==> config.mk <==
export PLATFORM = sky130hd
export DESIGN_NAME = spn_cu_arbiter
export DESIGN_NICKNAME = d
export VERILOG_FILES = /design/src/rtl/spn_cu_arbiter.sv
export SDC_FILE = /design/constraint.sdc
export NUM_CORES = 1
export LEC_CHECK = 0
export BUFFER_PORTS_ARGS = -buffer_cell sky130_fd_sc_hd__buf_2
export CORE_ASPECT_RATIO = 0.75
export CORE_MARGIN = 10
export CORE_UTILIZATION = 42
export CTS_CLUSTER_SIZE = 12
export DETAILED_ROUTE_END_ITERATION = 16
export PLACE_DENSITY = 0.77
export SETUP_SLACK_MARGIN = 0.2
export SLEW_MARGIN = 20
export SYNTH_ARGS = -nofsm -noshare
export SYNTH_HDL_FRONTEND = slang
export SYNTH_SLANG_ARGS = --single-unit
==> constraint.sdc <==
create_clock -name clk -period 2.1 [get_ports clk]
set_clock_uncertainty 0.15 [all_clocks]
set_input_delay 0.105 -clock clk [delete_from_list [all_inputs] [get_ports clk]]
set_output_delay 0.105 -clock clk [all_outputs]
set_load 0.05 [all_outputs]
==> src/rtl/spn_cu_arbiter.sv <==
// spn_cu_arbiter
//   Round-robin arbiter/sequencer that shares one spn_cu_top core between
//   NUM_REQ requesters, one request at a time, and owns the 32-bit key
//   register feeding the core.
//
//   Optional feature: define SPN_ARB_WDT_EN to add a WAIT watchdog that
//   aborts with rsp_err=1 after WDT_CYCLES silent WAIT cycles.
//
// Ports
//   clk           : clock, rising edge
//   rst_n         : synchronous reset, active HIGH (name kept from codebase)
//   req_valid     : [NUM_REQ]     request valid per requester
//   req_ready     : [NUM_REQ]     one-hot grant (combinational in IDLE)
//   req_op        : [NUM_REQ*2]   opcode per requester, 01 enc / 10 dec
//   req_data      : [NUM_REQ*16]  data word per requester
//   rsp_valid     : [NUM_REQ]     one-hot response valid
//   rsp_ready     : [NUM_REQ]     response accept per requester
//   rsp_data      : [16]          shared response data
//   rsp_err       : [1]           response error flag
//   key_wr_en     : key write strobe
//   key_wr_data   : [32] new key
//   key_ready     : key write accepted this cycle
//   core_opcode   : [2]  to core opcode (non-zero only in ISSUE)
//   core_data_in  : [16] to core data_in
//   core_key      : [32] to core symmetric_secret_key
//   core_valid    : [2]  from core valid
//   core_data_out : [16] from core data_out
//
// state  | meaning
// -------+--------------------------------------------------------------
// IDLE   | searching for a winner from rr_ptr; grant is combinational
// ISSUE  | core_opcode/core_data_in driven for exactly one cycle
// WAIT   | waiting for the core's registered valid
// RESP   | rsp_valid[idx] held with stable data/err until rsp_ready[idx]
module spn_cu_arbiter #(
  parameter int NUM_REQ    = 4,
  parameter int WDT_CYCLES = 8
) (
  input  logic                    clk,
  input  logic                    rst_n,
  input  logic [NUM_REQ-1:0]      req_valid,
  output logic [NUM_REQ-1:0]      req_ready,
  input  logic [NUM_REQ*2-1:0]    req_op,
  input  logic [NUM_REQ*16-1:0]   req_data,
  output logic [NUM_REQ-1:0]      rsp_valid,
  input  logic [NUM_REQ-1:0]      rsp_ready,
  output logic [15:0]             rsp_data,
  output logic                    rsp_err,
  input  logic                    key_wr_en,
  input  logic [31:0]             key_wr_data,
  output logic                    key_ready,
  output logic [1:0]              core_opcode,
  output logic [15:0]             core_data_in,
  output logic [31:0]             core_key,
  input  logic [1:0]              core_valid,
  input  logic [15:0]             core_data_out
);

  localparam int IDX_W = $clog2(NUM_REQ);
  localparam logic [1:0] OP_ENC = 2'b01;
  localparam logic [1:0] OP_DEC = 2'b10;

  typedef enum logic [1:0] {S_IDLE, S_ISSUE, S_WAIT, S_RESP} state_t;

  state_t           state;
  logic [IDX_W-1:0] rr_ptr;
  logic [IDX_W-1:0] idx_q;
  logic [1:0]       op_q;
  logic [31:0]      key_q;

  logic             win_found;
  logic [IDX_W-1:0] win_idx;
  logic [1:0]       win_op;
  logic [15:0]      win_data;
  int               cand;

`ifdef SPN_ARB_WDT_EN
  localparam int WDT_W = $clog2(WDT_CYCLES + 1);
  logic [WDT_W-1:0] wdt_cnt;
`endif

  // First valid requester at or after rr_ptr, wrapping around.
  always_comb begin
    win_found = 1'b0;
    win_idx   = '0;
    cand      = 0;
    for (int i = 0; i < NUM_REQ; i++) begin
      cand = (int'(rr_ptr) + i) % NUM_REQ;
      if (!win_found && req_valid[cand[IDX_W-1:0]]) begin
        win_found = 1'b1;
        win_idx   = cand[IDX_W-1:0];
      end
    end
  end

  assign win_op   = req_op[{win_idx, 1'b0} +: 2];
  assign win_data = req_data[{win_idx, 4'b0000} +: 16];

  // Grant and key_ready are combinational; both are forced low while reset
  // is asserted so that the outputs sit at their reset values.
  always_comb begin
    req_ready = '0;
    if (!rst_n && state == S_IDLE && win_found) req_ready[win_idx] = 1'b1;
  end

  assign key_ready = !rst_n && (state != S_ISSUE);
  assign core_key  = key_q;

  always_ff @(posedge clk) begin
    if (rst_n) begin
      state        <= S_IDLE;
      rr_ptr       <= '0;
      idx_q        <= '0;
      op_q         <= 2'b00;
      key_q        <= '0;
      rsp_valid    <= '0;
      rsp_data     <= '0;
      rsp_err      <= 1'b0;
      core_opcode  <= 2'b00;
      core_data_in <= '0;
`ifdef SPN_ARB_WDT_EN
      wdt_cnt      <= '0;
`endif
    end else begin
      if (key_wr_en && key_ready) key_q <= key_wr_data;

      case (state)
        S_IDLE: begin
          if (win_found) begin
            idx_q <= win_idx;
            op_q  <= win_op;
            if (win_op == OP_ENC || win_op == OP_DEC) begin
              core_opcode  <= win_op;
              core_data_in <= win_data;
              state        <= S_ISSUE;
            end else begin
              // Illegal opcode: answer with an error, never touch the core.
              rsp_valid <= NUM_REQ'(1) << win_idx;
              rsp_data  <= '0;
              rsp_err   <= 1'b1;
              state     <= S_RESP;
            end
          end
        end

        S_ISSUE: begin
          core_opcode  <= 2'b00;
          core_data_in <= '0;
`ifdef SPN_ARB_WDT_EN
          wdt_cnt      <= WDT_W'(WDT_CYCLES - 1);
`endif
          state        <= S_WAIT;
        end

        S_WAIT: begin
          if (core_valid == op_q) begin
            rsp_valid <= NUM_REQ'(1) << idx_q;
            rsp_data  <= core_data_out;
            rsp_err   <= 1'b0;
            state     <= S_RESP;
          end else if (core_valid != 2'b00) begin
            rsp_valid <= NUM_REQ'(1) << idx_q;
            rsp_data  <= '0;
            rsp_err   <= 1'b1;
            state     <= S_RESP;
          end
`ifdef SPN_ARB_WDT_EN
          // Down-counter reaches zero on the last permitted silent cycle.
          else if (wdt_cnt == '0) begin
            rsp_valid <= NUM_REQ'(1) << idx_q;
            rsp_data  <= '0;
            rsp_err   <= 1'b1;
            state     <= S_RESP;
          end else begin
            wdt_cnt <= wdt_cnt - WDT_W'(1);
          end
`endif
        end

        S_RESP: begin
          if (rsp_ready[idx_q]) begin
            rsp_valid <= '0;
            rr_ptr    <= (idx_q == IDX_W'(NUM_REQ - 1)) ? '0 : idx_q + IDX_W'(1);
            state     <= S_IDLE;
          end
        end

        default: state <= S_IDLE;
      endcase
    end
  end

endmodule

Word level (Yosys, flattened, before mapping):

Index checks and enable logic that the tools add are counted.

* flip-flop bits (word level): 79
* latch bits: 0
* bits in writable memories: 0
* bits in read-only memories: 0
* bits of input ports: 133
* output and inout bits: 76
* logic and storage cells: 112
* memories: 0

* add/sub/neg operators: 4
* $mul: 0
* divide/modulo/power cells: 0
* magnitude comparators: 7
* equal/unequal tests: 13
* shifts and indexed selects: 4
* multiplexer cells: 50
* bitwise operators: 0
* reduce and logical (&&, ||, !) cells: 24

Operators with widths (number)
* $mux 16: 6
* $pmux 16 s2: 2
* $shiftx 64x7->16: 1
* $mux 2: 12
* $mux 4: 6
* $lt 2x3->1 const B: 6
* $mux 1: 14
* $pmux 4 s3: 1
* $bmux 1 s2: 5
* $eq 2x2->1 const B: 4
* $logic_and 1x1->1: 8
* $pmux 2 s4: 1
* $shiftx 8x4->2: 1
* $shl 1x2->4 const A: 2
* $ne 2x2->1 const B: 3
* $reduce_and 3->1: 2
* $reduce_bool 2->1: 3
* $reduce_and 5->1: 1
* $add 2x1->2 const B: 2
* $add 2x2->2 const B: 2
* $eq 2x1->1 const B: 2
* $logic_not 1->1: 4
* $ne 2x1->1 const B: 2
* $pmux 2 s2: 1
* 10 further kinds: 11

Longest topological paths before layout:

* depth after elaboration: 18
* depth in mapped cells: 10
* gate-level depth less buffers: 7

Worst setup path after synthesis:

No wires, ideal clock.

* path type: reg-to-reg
* start: register state[0]
* end: register rsp_data[0]
* setup time: 0.079 ns
* data arrival time: 2.068 ns
* required time: 1.871 ns
* path slack: -0.197 ns
* stages on the path, launching flop included: 10
* buffers on the path: 3
* period minus slack after synthesis: 2.297 ns
* path through: dfxtp_1 > inv_1 > ha_1 > clkbuf_1 > nor4b_1 > clkbuf_1 > nor3_1 > clkbuf_1 > a32oi_1 > o211ai_1

* longest elaborated chain between the ends: 3
* elaborated cells between the ends (all ways): 8
* classes of those cells: eq/ne (4); mux (1); reduce/logical (3)

Ends and longest elaborated chain
* start, declared: line 65 `state_t state;`
* start signal, assigned: line 111 `state <= S_IDLE;`
* start signal, assigned: line 135 `state <= S_ISSUE;`
* start signal, assigned: line 141 `state <= S_RESP;`
* $eq 2x2->1 / $logic_not 2->1 (equally long branches): line 127 `case (state)`
* $ne 3x3->1 (no line) (tied with other cells)
* $reduce_and 4->1 (no line)
* end signal, assigned: line 158 `rsp_data <= core_data_out;`
* end, declared: line 47 `output logic [15:0] rsp_data,`

Parallel ways exist; a longest one is shown, timed or not.
A chain may end at the register's enable or synchronous reset.

Worst setup path after layout:

* start: register rr_ptr[0]
* end: register state[1]

* longest elaborated chain between the ends: 18
* elaborated cells between the ends (all ways): 34
* classes of those cells: add/sub (3); eq/ne (3); shift (1); mux (19); reduce/logical (8)

Ends and longest elaborated chain
* start, declared: line 66 `logic [IDX_W-1:0] rr_ptr;`
* start signal, assigned: line 183 `rr_ptr <= (idx_q == IDX_W'(NUM_REQ - 1)) ? '0 : idx_q + IDX_W'(1);`
* branches (longest 18 deep; another with $add 2x1->2)
* end signal, assigned: line 135
* end signal, assigned: line 141
* end signal, assigned: line 152 `state <= S_WAIT;`

Parallel ways; which one is timed is not known. The select of a mux whose other input is x is not followed.

==> metrics.csv <==
stage;metric;value;unit
clock_network;htreeDepth;3;
critical_path;worstPathRequired;2.17;ns
critical_path;ff2ff_path_depth;7;
synth;syn_area;4368;um^2
timing;grt_setup_unrepaired;true;
synth;synth_top_area_cell;dfxtp_1;
pwr;ir_worst_vdd;0.4703;mV
synth;synthTopCellsByCount;162 x nand2_1, 79 x dfxtp_1, 37 x clkbuf_1, 36 x o21ai_0, 22 x mux2i_1;
critical_path;regToRegSetupSlack;-0.13;ns
synth;synthArstFlopShare;0;
critical_path;reg2reg_from;rr_ptr[0];
critical_path;crit_path_end;state[1];
route;dr_wl_met3;1929;um
timing;worst-slew-pin-transition;0.6798;ns
floorplanning;die_area;14920;um^2
clock_network;cts_buffers;9;
place;place_worst_setup_slack;-0.1522;ns
clock_network;cts_num_sinks;79;
synth;yosys_most_used_dff;dfxtp_1;
route;vias;5511;
critical_path;startpoint;rr_ptr[0];
pwr;p_leak;3.236;nW
route;viasPerCell;5.606;
place;post-dp-hpwl;12240;um
floorplanning;num_rows;32;
global_route;antenna_found_initial;0;
critical_path;criticalPathCategory;flop to flop;
place;routabilityCongestion;0.8805;
timing;fmax;449.0;MHz
timing;finalHoldViolCount;0;
synth;synth_cell_types;54;
global_route;grt_max_degree;36;
route;wl_met2;9128;um
global_route;grt_pass1_wl;28100;um
final_layout;ff_latch_area;1593;um^2
clock_network;clk_path_buf_depth;2;
clock_network;clockRootBuffer;clkbuf_16;
route;wl_met1;7100;um
global_route;first_global_vias;5577;
route;drtAntennaViolNets;0;
floorplanning;dieWidth;137.8;um
route;drc;0;
synth;ys_seq_elements;79;
synth;synth_seq_area_share;0.3621;
timing;hold_slack;0.02646;ns
global_route;grt_overflow;0;
critical_path;crit_path_max_fanout;4;
route;drt_wl_total;18700;um
critical_path;worstPathArrival;2.30;ns
clock_network;clk_pin_slew;0.07;ns
outcome;outcome;finished, violations left;
route;dr.max_layer_used;met4;
global_route;grt_usage;0.2312;
timing;relSlewSlack;0.5453;
synth;syn_inst;559;
critical_path;r2r-end;state[1];
synth;yosysWarnings;0;
floorplanning;coreArea;10210;um^2
hold_path;hold_class;input pin to flop;
final_layout;drive_above_1_share;0.4017;
final_layout;multi_input_area;2841;um^2
run;max_cap_violations;0;
route;first_pass_iters;6;
synth;synth.area.top_cells;dfxtp_1 36%, nand2_1 14%, mux2i_1 5.0%;
final_layout;area_growth;63.68;%
timing;fin_ws;-0.1271;ns
synth;synth_fp_nets;697;
critical_path;worstSetupEndpointType;flop;
synth;synth_edf_count;0;
final_layout;fin_util;0.7002;
outcome;violations;negative setup slack;
final_layout;final_nets;977;
timing;maxSlewViolCount;0;
floorplanning;die_h;108.3;um
timing;min_period_over_period;1.061;
floorplanning;start_util;0.4278;
route;wl_per_cell;19.02;um
synth;synth_most_common_cell;nand2_1;
timing;min_period;2.227;ns
timing;finalSetupViolCount;33;
final_layout;fillers;774;
synth;syn_area_per_cell;7.814;um^2
clock_network;clkLatencyLatePin;0.34;ns
synth;synth_top_area_frac;0.3621;
route;drt-initial-drc-count;373;
critical_path;start_kind;flop;
floorplanning;io-pin-count;209;
clock_network;cts_tree;done;
pwr;powerDensity;985.0;nW/um^2
place;portBuffers;208;
[per-layer routing]
layer  global-route usage  up-vias
met3              0.07739       50
met5                    0        -
li1                     -     2565
met2               0.4000      314
met1               0.2624     2582
met4              0.07875        0
[placed cells by master (no fill, tap or decap), types with 3 or more instances in the layout]
master and n:
nor2b_1 18, nand3_2 4, dfxtp_2 3, a32oi_1 16
mux2i_1 22, nand2_4 4, buf_8 3, a211oi_1 15
and3_4 4, buf_4 38, a211o_1 16, nand3_1 9
inv_1 5, nor3_2 3, a311o_1 17, nor2_1 7
o211ai_1 16, clkbuf_16 12, dfxtp_1 74, buf_6 8
dlygate4sd3_1 49, o21ai_0 36, nand2_1 160, diode_2 3
clkinvlp_4 3, buf_12 8, buf_2 203, xor2_1 4
and3_1 17, ha_1 4, a21oi_1 5
[registers in the layout, indices dropped and copies added (netlist names)]
signal	count
core_key	32
rsp_valid	4
op_q	2
core_opcode	2
rsp_data	16
idx_q	2
rr_ptr	2
rsp_err	1
core_data_in	16
state	2
[worst min path at each step]
stage,start,to,slack [ns],depth (start not counted)
floorplan,key_wr_data[0],core_key[0],0.06,2
global placement,key_wr_data[13],core_key[13],0.15,3
detailed placement,key_wr_data[9],core_key[9],0.15,3
CTS,req_data[47],core_data_in[15],0.02,4
global route,req_data[37],core_data_in[5],0.03,4
finish,req_data[47],core_data_in[15],0.03,4
[worst max-delay path: stages (launching register included)]
cell and delay [ns]:
dfxtp_4 0.39, nor2b_4 0.06, o21ba_4 0.19, or3_4 0.40, or4_4 0.56, buf_4 0.16, nand3_1 0.11, a21oi_1 0.08
[layout make-up]
class                           count  share of cell area
Sequential cell                    79              0.2228
Tap cell                          136             0.02380
Inverter                            8            0.005250
Antenna cell                        3            0.001050
Timing Repair Buffer              314              0.3101
Multi-Input combinational cell    427              0.3974
Clock buffer                        9             0.03150
Clock inverter                      7            0.008050
[report_power, final]
group | switching (mW) | internal (mW) | leakage (nW)
sequential | 0.162 | 1.78 | 0.649
clock | 0.668 | 0.813 | 0.129
combinational | 2.31 | 1.31 | 2.46
total | 3.14 | 3.90 | 3.24
[repair_timing]
action | in CTS | in global routing
setup endpoints to repair | 65 | 80
pin swaps | 6 | 6
resized for setup | 39 | 34
buffers inserted | 14 | 3
hold buffers | 49 | 0
hold endpoints to repair | 49 | 0
gates cloned | 4 | 3
[per-stage QoR]
step | setup TNS, ns | instance area, um^2 | power, mW | cells
3_5_place_dp | -2.140 | 5792 | 5.021 | 891
6_report | -1.000 | 7149 | 7.042 | 983
5_1_grt | -3.445 | 7142 | 7.369 | 980
2_1_floorplan | 0 | 4543 | 4.136 | 559
4_1_cts | -1.217 | 6910 | 6.835 | 974
3_3_place_gp | -0.02954 | 5792 | 4.934 | 891
[kinds of logic (layout without fill, tap and decap cells)]
group,Yosys count,in the layout,share of synthesized area
AOI/OAI and AO/OA,142,142,0.2458
xor gates and xnor gates,6,6,0.01203
adders and majority gates,5,5,0.01432
buffers and inverters,54,338,0.05041
DFF,79,79,0.3621
muxes,23,23,0.05557
other,0,3,0
and+or+nand+nor,250,251,0.2598
Note: power is estimated with default switching activity, not from simulation.
